**src/rtl/fetch.sv**
```systemverilog
// Instruction-fetch stage: holds the PC and drives it as the instruction-memory address.
// Next PC is either the sequential PC + PC_INC or a branch target from a later stage.
module fetch #(
    parameter int              N        = 64,
    parameter logic [N-1:0]    RESET_PC = '0,
    parameter logic [N-1:0]    PC_INC   = N'(4)
) (
    input  logic         clk,
    input  logic         reset,
    input  logic         PCSrc_F,
    input  logic [N-1:0] PCBranch_F,
    output logic [N-1:0] imem_addr_F
);

    logic [N-1:0] r_pc;
    logic [N-1:0] w_pc_plus_inc;
    logic [N-1:0] w_pc_next;

    // Modulo-2^N add: the PC wraps silently at the top of the address space.
    assign w_pc_plus_inc = r_pc + PC_INC;
    assign w_pc_next     = PCSrc_F ? PCBranch_F : w_pc_plus_inc;

    always_ff @(posedge clk or negedge reset) begin
        if (!reset) begin
            r_pc <= RESET_PC;
        end else begin
            r_pc <= w_pc_next;
        end
    end

    assign imem_addr_F = r_pc;

endmodule

```
**config.mk**
```make
export PLATFORM = sky130hd
export DESIGN_NAME = fetch
export DESIGN_NICKNAME = d
export VERILOG_FILES = /design/src/rtl/fetch.sv
export SDC_FILE = /design/constraint.sdc
export NUM_CORES = 1
export LEC_CHECK = 0
export CELL_PAD_IN_SITES_DETAIL_PLACEMENT = 0
export CELL_PAD_IN_SITES_GLOBAL_PLACEMENT = 1
export CORE_MARGIN = 2
export CORE_UTILIZATION = 30
export CTS_BUF_LIST = sky130_fd_sc_hd__clkbuf_4 sky130_fd_sc_hd__clkbuf_8 sky130_fd_sc_hd__clkbuf_16
export DETAILED_ROUTE_END_ITERATION = 10
export PLACE_DENSITY_LB_ADDON = 0.08
export RECOVER_POWER = 50
export SETUP_SLACK_MARGIN = 0.15
export SLEW_MARGIN = 20
export SYNTH_ARGS = -nofsm -noshare
export SYNTH_HDL_FRONTEND = slang
export SYNTH_SLANG_ARGS = --single-unit
```
**constraint.sdc**
```tcl
create_clock -name clk -period 2.3 [get_ports clk]
set_input_delay 0.69 -clock clk [delete_from_list [all_inputs] [get_ports clk]]
set_output_delay 0.69 -clock clk [all_outputs]
set_load 0.03 [all_outputs]
```
Yosys cells after proc, flatten, opt, wreduce, memory -nomap -nowiden
Cells that the tools add are included.
W data, S select, Z words.
{"block": "classes", "addsub": 1, "n_mux": 1}
{"cell": "$add A64 B3 Y64 const B", "count": 1}
{"cell": "$mux W64", "count": 1}
{"block": "totals", "regBits": 64, "in_bits": 67, "output_inout_bits": 64, "word_cells": 3}

Longest topological paths before layout
Gate-level depths: netlist of the first run.
{"block": "logic_depth", "depth_word": 2, "mapped_depth": 7, "mapped_depth_nobuf": 6}

Worst setup path after synthesis of the first run
Ideal clock, no wire load.
{"block": "synth_timing", "path_type": "flip-flop to flip-flop", "start": "register r_pc[5], in the netlist imem_addr_F[5]", "end": "register r_pc[57], in the netlist imem_addr_F[57]", "setup_time_ns": 0.082, "arrival_ns": 2.619, "t_required_ns": 2.218, "path_slack_ns": -0.401, "path_stages_with_launch": 8, "n_path_buf": 2, "period_less_slack_ns": 2.701, "path_cell_list": "dfrtp_1 nand4_1 or4_1 buf_2 or4_1 buf_2 or4_1 a31oi_1"}
{"block": "synth_via", "elab_chain_cells": 2}
{"element": "start: declaration", "line_no": "15", "text": "logic [N-1:0] r_pc;"}
{"element": "start signal: assignment", "line_no": "27", "text": "r_pc <= w_pc_next;"}
{"element": "$add A64 B3 Y64", "line_no": "20", "text": "assign w_pc_plus_inc = r_pc + PC_INC;"}
{"element": "$mux W64", "line_no": "21", "text": "assign w_pc_next = PCSrc_F ? PCBranch_F : w_pc_plus_inc;"}
{"element": "net w_pc_next[57]", "line_no": "17", "text": "logic [N-1:0] w_pc_next;"}
The timed path passes the listed nets, and every way through them passes these cells.

Worst setup path after layout of the first run
{"block": "layout_timing", "start": "register r_pc[36], in the netlist imem_addr_F[36]", "end": "register r_pc[53], in the netlist imem_addr_F[53]"}
The elaborated chain is that of the path after synthesis.

==> flow_summary_export.csv, run 1 <==
group,metric,value,unit
outcome,status,"completed",
drt,drtPass1Iterations,5,
sta,slew_headroom,0.002536,
sta,hold_viol_final,0,
power,ir_worst_vdd,0.0002555,V
hold_path,hold_path.class,"flip-flop to flip-flop",
final_layout,antenna_cells,0,
power,p_seq_frac,0.373,
power,combPwrFrac,0.258,
logic_synthesis,synth-seq-cells,64,
clock_network,cts_buffer_depth,2,
sta,setup-violations-final,0,
drt,vias_per_cell,5.174,
sta,tightest_slew,1.496,ns
critical_path,cp_slowest_cell,"or4_4",
power,design_power_total,3.633,mW
final_layout,area_growth,58.90,%
final_layout,drive_above_1_share,0.2356,
power,internal_power,2.513,mW
flow_run,drv_cap,0,
floorplanning,fp.dieH,114.6,um
drt,wl_met3,753,um
place,io_buffers,130,
critical_path,setup.worst_path.end_class,"flip-flop",
clock_network,clk_pin_slew,0.05,ns
drt,drtAntennaViolNets,0,
drt,met2_length,5952,um
floorplanning,core_area,11960,um2
logic_synthesis,avgSynthCellArea,8.517,um2
logic_synthesis,synth_area,3671,um2
sta,period_needed,2.264,ns
power,p_per_area,622.9,nW/um2
sta,fmax,0.4416,GHz
clock_network,hold_buffers,0,
sta,fin_hold_ws,0.5042,ns
drt,dr_total_vias,3901,
sta,period_share,0.9845,
global_route,grt_max_degree,65,
drt,drtIter0Drc,148,
logic_synthesis,synth_top_area_cell,"dfrtp_1",
clock_network,htreeDepth,3,
critical_path,crit_chain,"nand4_1 -> or3_4 -> or4_4 -> or4_1 -> a31oi_1",
place,dp_slack,-0.01013,ns
logic_synthesis,ys_warn_count,0,
global_route,antenna_found_initial,0,
sta,finalWorstSetupSlack,0.03561,ns
final_layout,final_common_cell,"clkdlybuf4s50_1",
drt,wire_per_inst,16.32,um
floorplanning,start_util,0.3069,
clock_network,insertion_delay,0.33,ns
drt,wl_met1,5398,um
place,dp.final_hpwl,8970,um
clock_network,cts-buffers-inserted,9,
power,p_switching,1.120,mW
final_layout,stdcell_count,754,
place,place_inst,732,
critical_path,cp.arrival,2.51,ns
logic_synthesis,synth_area_leaders,"dfrtp_1 44%, xnor2_1 8.6%, o21ai_0 7.5%",
global_route,track_usage,0.1890,
logic_synthesis,syn_inst,431,
final_layout,nets,670,
logic_synthesis,synth_cell_types,33,
final_layout,final_cell_mix,"83 x clkdlybuf4s50_1, 67 x nand2_1, 53 x o21ai_0",
logic_synthesis,yosysTopAreaCellShare,0.4363,
drt,highest_layer,"met4",
global_route,grt_pass1_vias,3835,
critical_path,cp.required,2.55,ns
place,place.gp.congestion,0.7651,
final_layout,largest_reg_flops,64,
global_route,grt_pass1_wl,19310,um
floorplanning,row_count,40,
sta,rsz0062_at_grt,"true",
sta,clock-skew-final,0.005919,ns
power,switching_share,0.3084,
drt,routed_wl,12310,um
drt,drc_errors,0,
critical_path,slowest_delay,0.56,ns
power,power_frac_clock,0.369,
final_layout,fin_util,0.4877,
clock_network,cts_tree,"yes",
logic_synthesis,ys_seq_area_frac,0.4363,
clock_network,cts_num_sinks,64,
logic_synthesis,syn_nets,499,
clock_network,clockRootBuffer,"clkbuf_16",
floorplanning,dieArea,13140,um2
power,leakagePower,2.216,nW
sta,slew_violations,0,
critical_path,timing_worst_setup_path_type,"flip-flop to flip-flop",
critical_path,start_kind,"flip-flop",
global_route,overflow,0,
floorplanning,chipWidth,114.6,um
floorplanning,pin_count,131,
critical_path,worstPathMaxFanout,7,
## worst max-delay path: cells and delay by family (launching register included)
family / cells / cell delay, ns
AO/OA/AOI/OAI: 1 / 0.19
AND/OR/NAND/NOR: 4 / 1.58
flip-flops: 1 / 0.41
## through the flow
| step | instance area (um2) | setup TNS, ns |
|---|---|---|
| floorplan | 3811 | -0.4721 |
| global placement | 5498 | 0 |
| detailed placement | 5498 | -0.02240 |
| CTS | 5811 | 0 |
| global route | 5833 | -0.009594 |
| finish | 5833 | 0 |
## final timing paths
path / startpoint / endpoint / slack, ns / cells after the start
min in group asynchronous: reset / imem_addr_F[48] / 0.81 / 2
worst min-delay path: imem_addr_F[0] / imem_addr_F[0] / 0.50 / 1
worst max-delay path: imem_addr_F[36] / imem_addr_F[53] / 0.04 / 5
worst min register to register: imem_addr_F[0] / imem_addr_F[0] / 0.50 / 1
worst max register to register: imem_addr_F[36] / imem_addr_F[53] / 0.04 / 5
max in group asynchronous: reset / imem_addr_F[28] / 0.47 / 2
## cells by family after synthesis
family,synth area share
and+or+nand+nor,0.2907
AOI/OAI and AO/OA,0.1190
DFF,0.4363
xor gates and xnor gates,0.1026
buffers and inverters,0.03886
muxes,0.009202
adders and majority gates,0.003408
## what timing repair did
action / 4_1_cts / 5_1_grt
pin swaps: 6 / 14
setup endpoints to repair: 53 / 24
buffers inserted: 4 / 1
resized for setup: 49 / 24
cloned: 0 / 1
## cells in the mapped netlist (all sizes together)
master       instances
xor2                 7
and4                 5
nor3                13
clkbuf              19
nor4                17
and2                 1
nand2               67
a211o                1
nor2                22
and3                11
dfrtp               64
or2                  2
nor4b                2
mux2                 3
nand4               16
xnor2               36
ha                   1
o31ai                5
or4b                 1
or3                 14
o211ai               1
or4                 12
nand2b               1
buf                  2
o21ai               55
a21boi               1
nand3               23
dlygate4sd3          2
a31oi               16
inv                 11
## area by class of cell
cell class                      instances  area (um2)
Multi-Input combinational cell        333        2077
Clock buffer                           16       290.3
Tap cell                              147       183.9
Timing Repair Buffer                  183        1593
Fill cell                            1197        6128
Sequential cell                        64        1648
Inverter                               11       41.29
## routing by layer
layer  vias to the layer above  track usage
li1                       1895            -
met1                      1874       0.2375
met2                       119       0.3112
met3                        13      0.04076
met4                         0      0.08537
met5                         -            0
## power by group through the flow
stage	clock [mW]	combinational [mW]	sequential, mW
final	1.34	0.938	1.36
after global routing	1.41	1.01	1.37
after CTS	1.37	0.961	1.35
after detailed placement	0	0.994	1.37
after global placement	0	0.987	1.37
after floorplan	0	0.225	1.61
Note: power is estimated with default switching activity, not from simulation.
==> run 2, diff against run 1 <==
CORE_UTILIZATION = 28   (was 30)
PLACE_DENSITY = 0.7   (was default)
PLACE_DENSITY_LB_ADDON = default   (was 0.08)
==> flow_summary_export.csv, run 2 (synthesis gave the netlist of run 1 again) <==
group,metric,value,unit
place,dp.final_hpwl,8711,um
power,p_per_area,619.2,nW/um2
final_layout,fillers,1287,
final_layout,stdcell_count,789,
critical_path,path_buf_inv,0,
critical_path,worstPathMaxFanout,6,
drt,drtAntennaViolNets,0,
flow_run,drv_cap,0,
drt,drtPass1Iterations,4,
critical_path,cp.required,2.55,ns
drt,wire_per_inst,15.13,um
critical_path,cp.arrival,2.46,ns
sta,setup-violations-final,0,
sta,tightest_slew,1.442,ns
sta,period_share,0.9622,
clock_network,insertion_delay,0.33,ns
final_layout,final_cell_mix,"74 x clkdlybuf4s50_1, 67 x nand2_1, 55 x buf_4",
final_layout,multi_input_area,2016,um2
global_route,gr-usage-met2,0.2746,
place,place.gp.congestion,0.8482,
critical_path,setup.worst_path.end_class,"flip-flop",
clock_network,clockRootBuffer,"clkbuf_16",
final_layout,fin_util,0.4640,
power,ir_worst_vdd,0.0003227,V
final_layout,antenna_cells,0,
clock_network,htreeDepth,3,
power,design_power_total,3.656,mW
sta,fin_hold_ws,0.5115,ns
global_route,grt_pass1_vias,3767,
final_layout,drive_above_1_share,0.2301,
place,place_inst,759,
sta,slew_violations,0,
sta,slew_headroom,0.03870,
drt,drtIter0Drc,192,
floorplanning,pin_count,131,
critical_path,cp_common_cell,"or4_4",
sta,fmax,0.4519,GHz
critical_path,start_kind,"flip-flop",
sta,rsz0062_at_grt,"true",
floorplanning,fp.dieH,118.5,um
final_layout,largest_reg_flops,64,
critical_path,reg2reg_from,"imem_addr_F[6]",
clock_network,clk_pin_slew,0.05,ns
clock_network,cts_buffer_depth,2,
outcome,status,"completed",
floorplanning,chipWidth,118.5,um
final_layout,seq_area,1647,um2
critical_path,slowest_delay,0.54,ns
global_route,grt_pass1_wl,19470,um
power,leakagePower,2.315,nW
drt,dr_total_vias,3851,
floorplanning,core_area,12720,um2
global_route,grt_max_degree,73,
hold_path,holdPathStages,1,
hold_path,holdPathEnd,"imem_addr_F[1]",
critical_path,cp.depth,5,
critical_path,cp_top_family,"simple AND/OR/NAND/NOR gates",
clock_network,cts-buffers-inserted,9,
global_route,grt-busiest-layer,"met2",
critical_path,crit_chain,"nand4_1 -> or4_4 -> or4_4 -> or4_1 -> a31oi_1",
critical_path,cp_slowest_cell,"or4_4",
sta,hold_viol_final,0,
drt,routed_wl,11940,um
final_layout,nets,680,
place,dp_slack,0.02014,ns
sta,finalWorstSetupSlack,0.08700,ns
sta,clock-skew-final,0.004747,ns
global_route,grt_util_met3,0.05792,
clock_network,cts_num_sinks,64,
critical_path,timing_worst_setup_path_type,"flip-flop to flip-flop",
critical_path,ff2ff_setup_slack,0.09,ns
floorplanning,start_util,0.2886,
floorplanning,row_count,41,
critical_path,rr_worst_depth,5,
clock_network,cts_tree,"yes",
global_route,met1_usage,0.2251,
drt,vias_per_cell,4.881,
floorplanning,dieArea,14040,um2
final_layout,final_common_cell,"clkdlybuf4s50_1",
sta,period_needed,2.213,ns
clock_network,hold_buffers,0,
hold_path,hold_path.class,"flip-flop to flip-flop",
final_layout,area_growth,60.80,%
hold_path,min-delay-start,"imem_addr_F[1]",
drt,drc_errors,0,
place,io_buffers,130,
critical_path,r2r_end,"imem_addr_F[53]",
global_route,antenna_found_initial,0,
global_route,track_usage,0.1729,
global_route,overflow,0,
==> run 2: cell count changes in the layout (fill, tap and decap cells not counted), sizes merged <==
cell           delta
buf              +10
bufinv            +1
clkdlybuf4s50     -9
clkinv            +3
dlygate4sd2       -2
dlymetal6s2s      +7
==> run 2: routing by layer <==
metal,up-vias,routed length [um]
li1,1915,-
met1,1816,5577
met2,114,5447
met3,6,836
met4,0,79
met5,-,0
==> run 2: worst max-delay path by stage <==
stage,start,end,slack (ns)
finish,imem_addr_F[6],imem_addr_F[53],0.09
detailed placement,imem_addr_F[40],imem_addr_F[61],0.02
CTS,imem_addr_F[6],imem_addr_F[53],0.09
global route,imem_addr_F[5],imem_addr_F[53],0.05
global placement,imem_addr_F[17],imem_addr_F[60],0.09
floorplan,imem_addr_F[23],imem_addr_F[53],-0.09
==> run 2: per-stage QoR <==
stage          instance area [um2]  TNS, ns
3_5_place_dp                  5557        0
4_1_cts                       5861        0
2_1_floorplan                 3811  -0.4721
3_3_place_gp                  5557        0
6_report                      5903        0
5_1_grt                       5903        0
==> run 2: repair_timing <==
| action | 4_1_cts | 5_1_grt |
|---|---|---|
| pin swaps | 4 | 16 |
| hold endpoints to repair | 0 | 0 |
| cloned | 0 | 0 |
| buffers inserted | 4 | 10 |
| resized for setup | 42 | 31 |
| setup endpoints to repair | 49 | 31 |
==> run 2: cell type report <==
| class | instances | area share |
|---|---|---|
| clock buffers | 12 | 0.04197 |
| flip-flops and latches | 64 | 0.2789 |
| repair buffers | 193 | 0.2866 |
| clock inverters | 4 | 0.007630 |
| inverters | 11 | 0.006994 |
| multi-input cells | 333 | 0.3415 |
| well taps | 172 | 0.03646 |
==> run 2: worst register-to-register path, stage by stage (launching register included) <==
cell and delay [ns]:
dfrtp_2 0.38, nand4_1 0.15, or4_4 0.54, or4_4 0.48
or4_1 0.42, a31oi_1 0.17
==> run 2: power by group <==
group | total [mW] | switching [mW] | internal, mW
clock network | 1.35 | 0.485 | 0.869
registers | 1.35 | 0.107 | 1.25
logic | 0.948 | 0.525 | 0.423
==> run 3, diff against run 2 <==
CORE_MARGIN = default   (was 2)
==> flow_summary_export.csv, run 3 (synthesis gave the netlist of run 1 again) <==
group,metric,value,unit
drt,drc_errors,0,
global_route,grt_pass1_wl,19020,um
sta,slew_violations,0,
power,p_per_area,630.7,nW/um2
hold_path,holdPathStages,1,
global_route,grt_pass1_vias,3809,
global_route,track_usage,0.1839,
critical_path,start_kind,"flip-flop",
sta,tightest_slew,1.416,ns
sta,fin_hold_ws,0.5094,ns
final_layout,design_area,5939,um2
final_layout,nets,683,
final_layout,final_common_cell,"clkdlybuf4s50_1",
place,io_buffers,130,
clock_network,clk_pin_slew,0.06,ns
global_route,grt_max_degree,76,
sta,hold_viol_final,0,
floorplanning,pin_count,131,
floorplanning,row_count,41,
sta,setup-violations-final,0,
drt,drtAntennaViolNets,0,
place,placed_cell_area,5609,um2
place,dp.final_hpwl,8861,um
critical_path,rr_worst_depth,6,
critical_path,r2r_end,"imem_addr_F[45]",
floorplanning,core_area,12720,um2
floorplanning,chipWidth,116.5,um
clock_network,insertion_delay,0.33,ns
critical_path,setup.worst_path.end_class,"flip-flop",
clock_network,clockRootBuffer,"clkbuf_16",
clock_network,cts_buffer_depth,2,
sta,period_needed,2.293,ns
critical_path,slowest_delay,0.56,ns
place,place.gp.congestion,0.8238,
final_layout,largest_reg_flops,64,
hold_path,min-delay-start,"imem_addr_F[0]",
clock_network,htreeDepth,3,
drt,dr_total_vias,3864,
sta,finalWorstSetupSlack,0.007121,ns
critical_path,cp.arrival,2.55,ns
sta,fmax,0.4361,GHz
hold_path,hold_path.class,"flip-flop to flip-flop",
drt,drtPass1Iterations,4,
clock_network,hold_buffers,0,
final_layout,multi_input_area,2038,um2
final_layout,area_growth,61.79,%
drt,routed_wl,12000,um
critical_path,cp.required,2.55,ns
critical_path,crit_chain,"nand4_1 -> or4_4 -> or4_4 -> buf_4 -> or3_4 -> a31oi_1",
sta,clock-skew-final,0.01092,ns
flow_run,drv_cap,0,
floorplanning,dieArea,13570,um2
clock_network,cts_tree,"yes",
power,leakagePower,2.269,nW
critical_path,cp_common_cell,"or4_4",
drt,wire_per_inst,15.16,um
global_route,overflow,0,
floorplanning,fp.dieH,116.5,um
floorplanning,start_util,0.2886,
clock_network,cts-buffers-inserted,9,
hold_path,holdPathEnd,"imem_addr_F[0]",
drt,drtIter0Drc,159,
final_layout,final_cell_mix,"80 x clkdlybuf4s50_1, 67 x nand2_1, 60 x buf_4",
final_layout,drive_above_1_share,0.2403,
critical_path,reg2reg_from,"imem_addr_F[5]",
sta,slew_headroom,0.05627,
critical_path,ff2ff_setup_slack,0.007,ns
final_layout,antenna_cells,0,
drt,vias_per_cell,4.879,
power,ir_worst_vdd,0.0003037,V
critical_path,cp_slowest_cell,"or4_4",
global_route,antenna_found_initial,1,
sta,rsz0062_at_grt,"true",
outcome,status,"completed",
clock_network,cts_num_sinks,64,
critical_path,worstPathMaxFanout,5,
place,dp_slack,0.01180,ns
sta,period_share,0.9969,
critical_path,timing_worst_setup_path_type,"flip-flop to flip-flop",
final_layout,seq_area,1647,um2
final_layout,fillers,1310,
## run 3: metrics by stage
step                      cells   TNS, ns  power [mW]    util
after floorplan             431   -0.4721       1.832       -
after global placement      766         0       2.366  0.4409
after detailed placement    766         0       2.376  0.4409
after CTS                   788         0       3.804  0.4680
after global routing        792  -0.06195       3.922  0.4669
final                       792         0       3.746  0.4669
## run 3: final cells by class
cell class / instances / share of cell area
inverter: 11 / 0.006952
sequential: 64 / 0.2772
timing repair buffer: 196 / 0.2821
multi-input combinational: 333 / 0.3432
clock inverter: 2 / 0.005898
tap: 172 / 0.03623
clock buffer: 14 / 0.04845
## run 3: per-layer routing
metal / vias to the layer above / track usage / wire, um
li1: 1917 / - / -
met1: 1831 / 0.2401 / 5403
met2: 104 / 0.2966 / 5693
met3: 10 / 0.05605 / 817
met4: 2 / 0.04444 / 76
met5: - / 0 / 13
## run 3: how the worst max path moves through the flow
stage / startpoint / end / slack [ns]
finish: imem_addr_F[5] / imem_addr_F[45] / 0.007
global route: imem_addr_F[5] / imem_addr_F[53] / -0.04
detailed placement: imem_addr_F[8] / imem_addr_F[59] / 0.01
global placement: imem_addr_F[7] / imem_addr_F[57] / 0.09
floorplan: imem_addr_F[23] / imem_addr_F[53] / -0.09
CTS: imem_addr_F[7] / imem_addr_F[57] / 0.07
## run 3: critical path, delay by kind of cell, from the launching register on
| kind | cells | cell delay, ns |
|---|---|---|
| compound gates | 1 | 0.15 |
| simple gates | 4 | 1.53 |
| buf+inv | 1 | 0.16 |
| flops | 1 | 0.36 |
## run 3: power breakdown
part / leakage, nW / switching [mW] / internal (mW) / total (mW)
registers: 0.717 / 0.104 / 1.25 / 1.35
logic: 1.39 / 0.526 / 0.412 / 0.938
clock network: 0.162 / 0.490 / 0.968 / 1.46
## run 3: timing repair
action,in CTS,in global routing
hold endpoints to repair,0,0
gates cloned,0,0
setup endpoints to repair,51,31
resized for setup,42,28
setup buffers,6,4
pin swaps,5,19
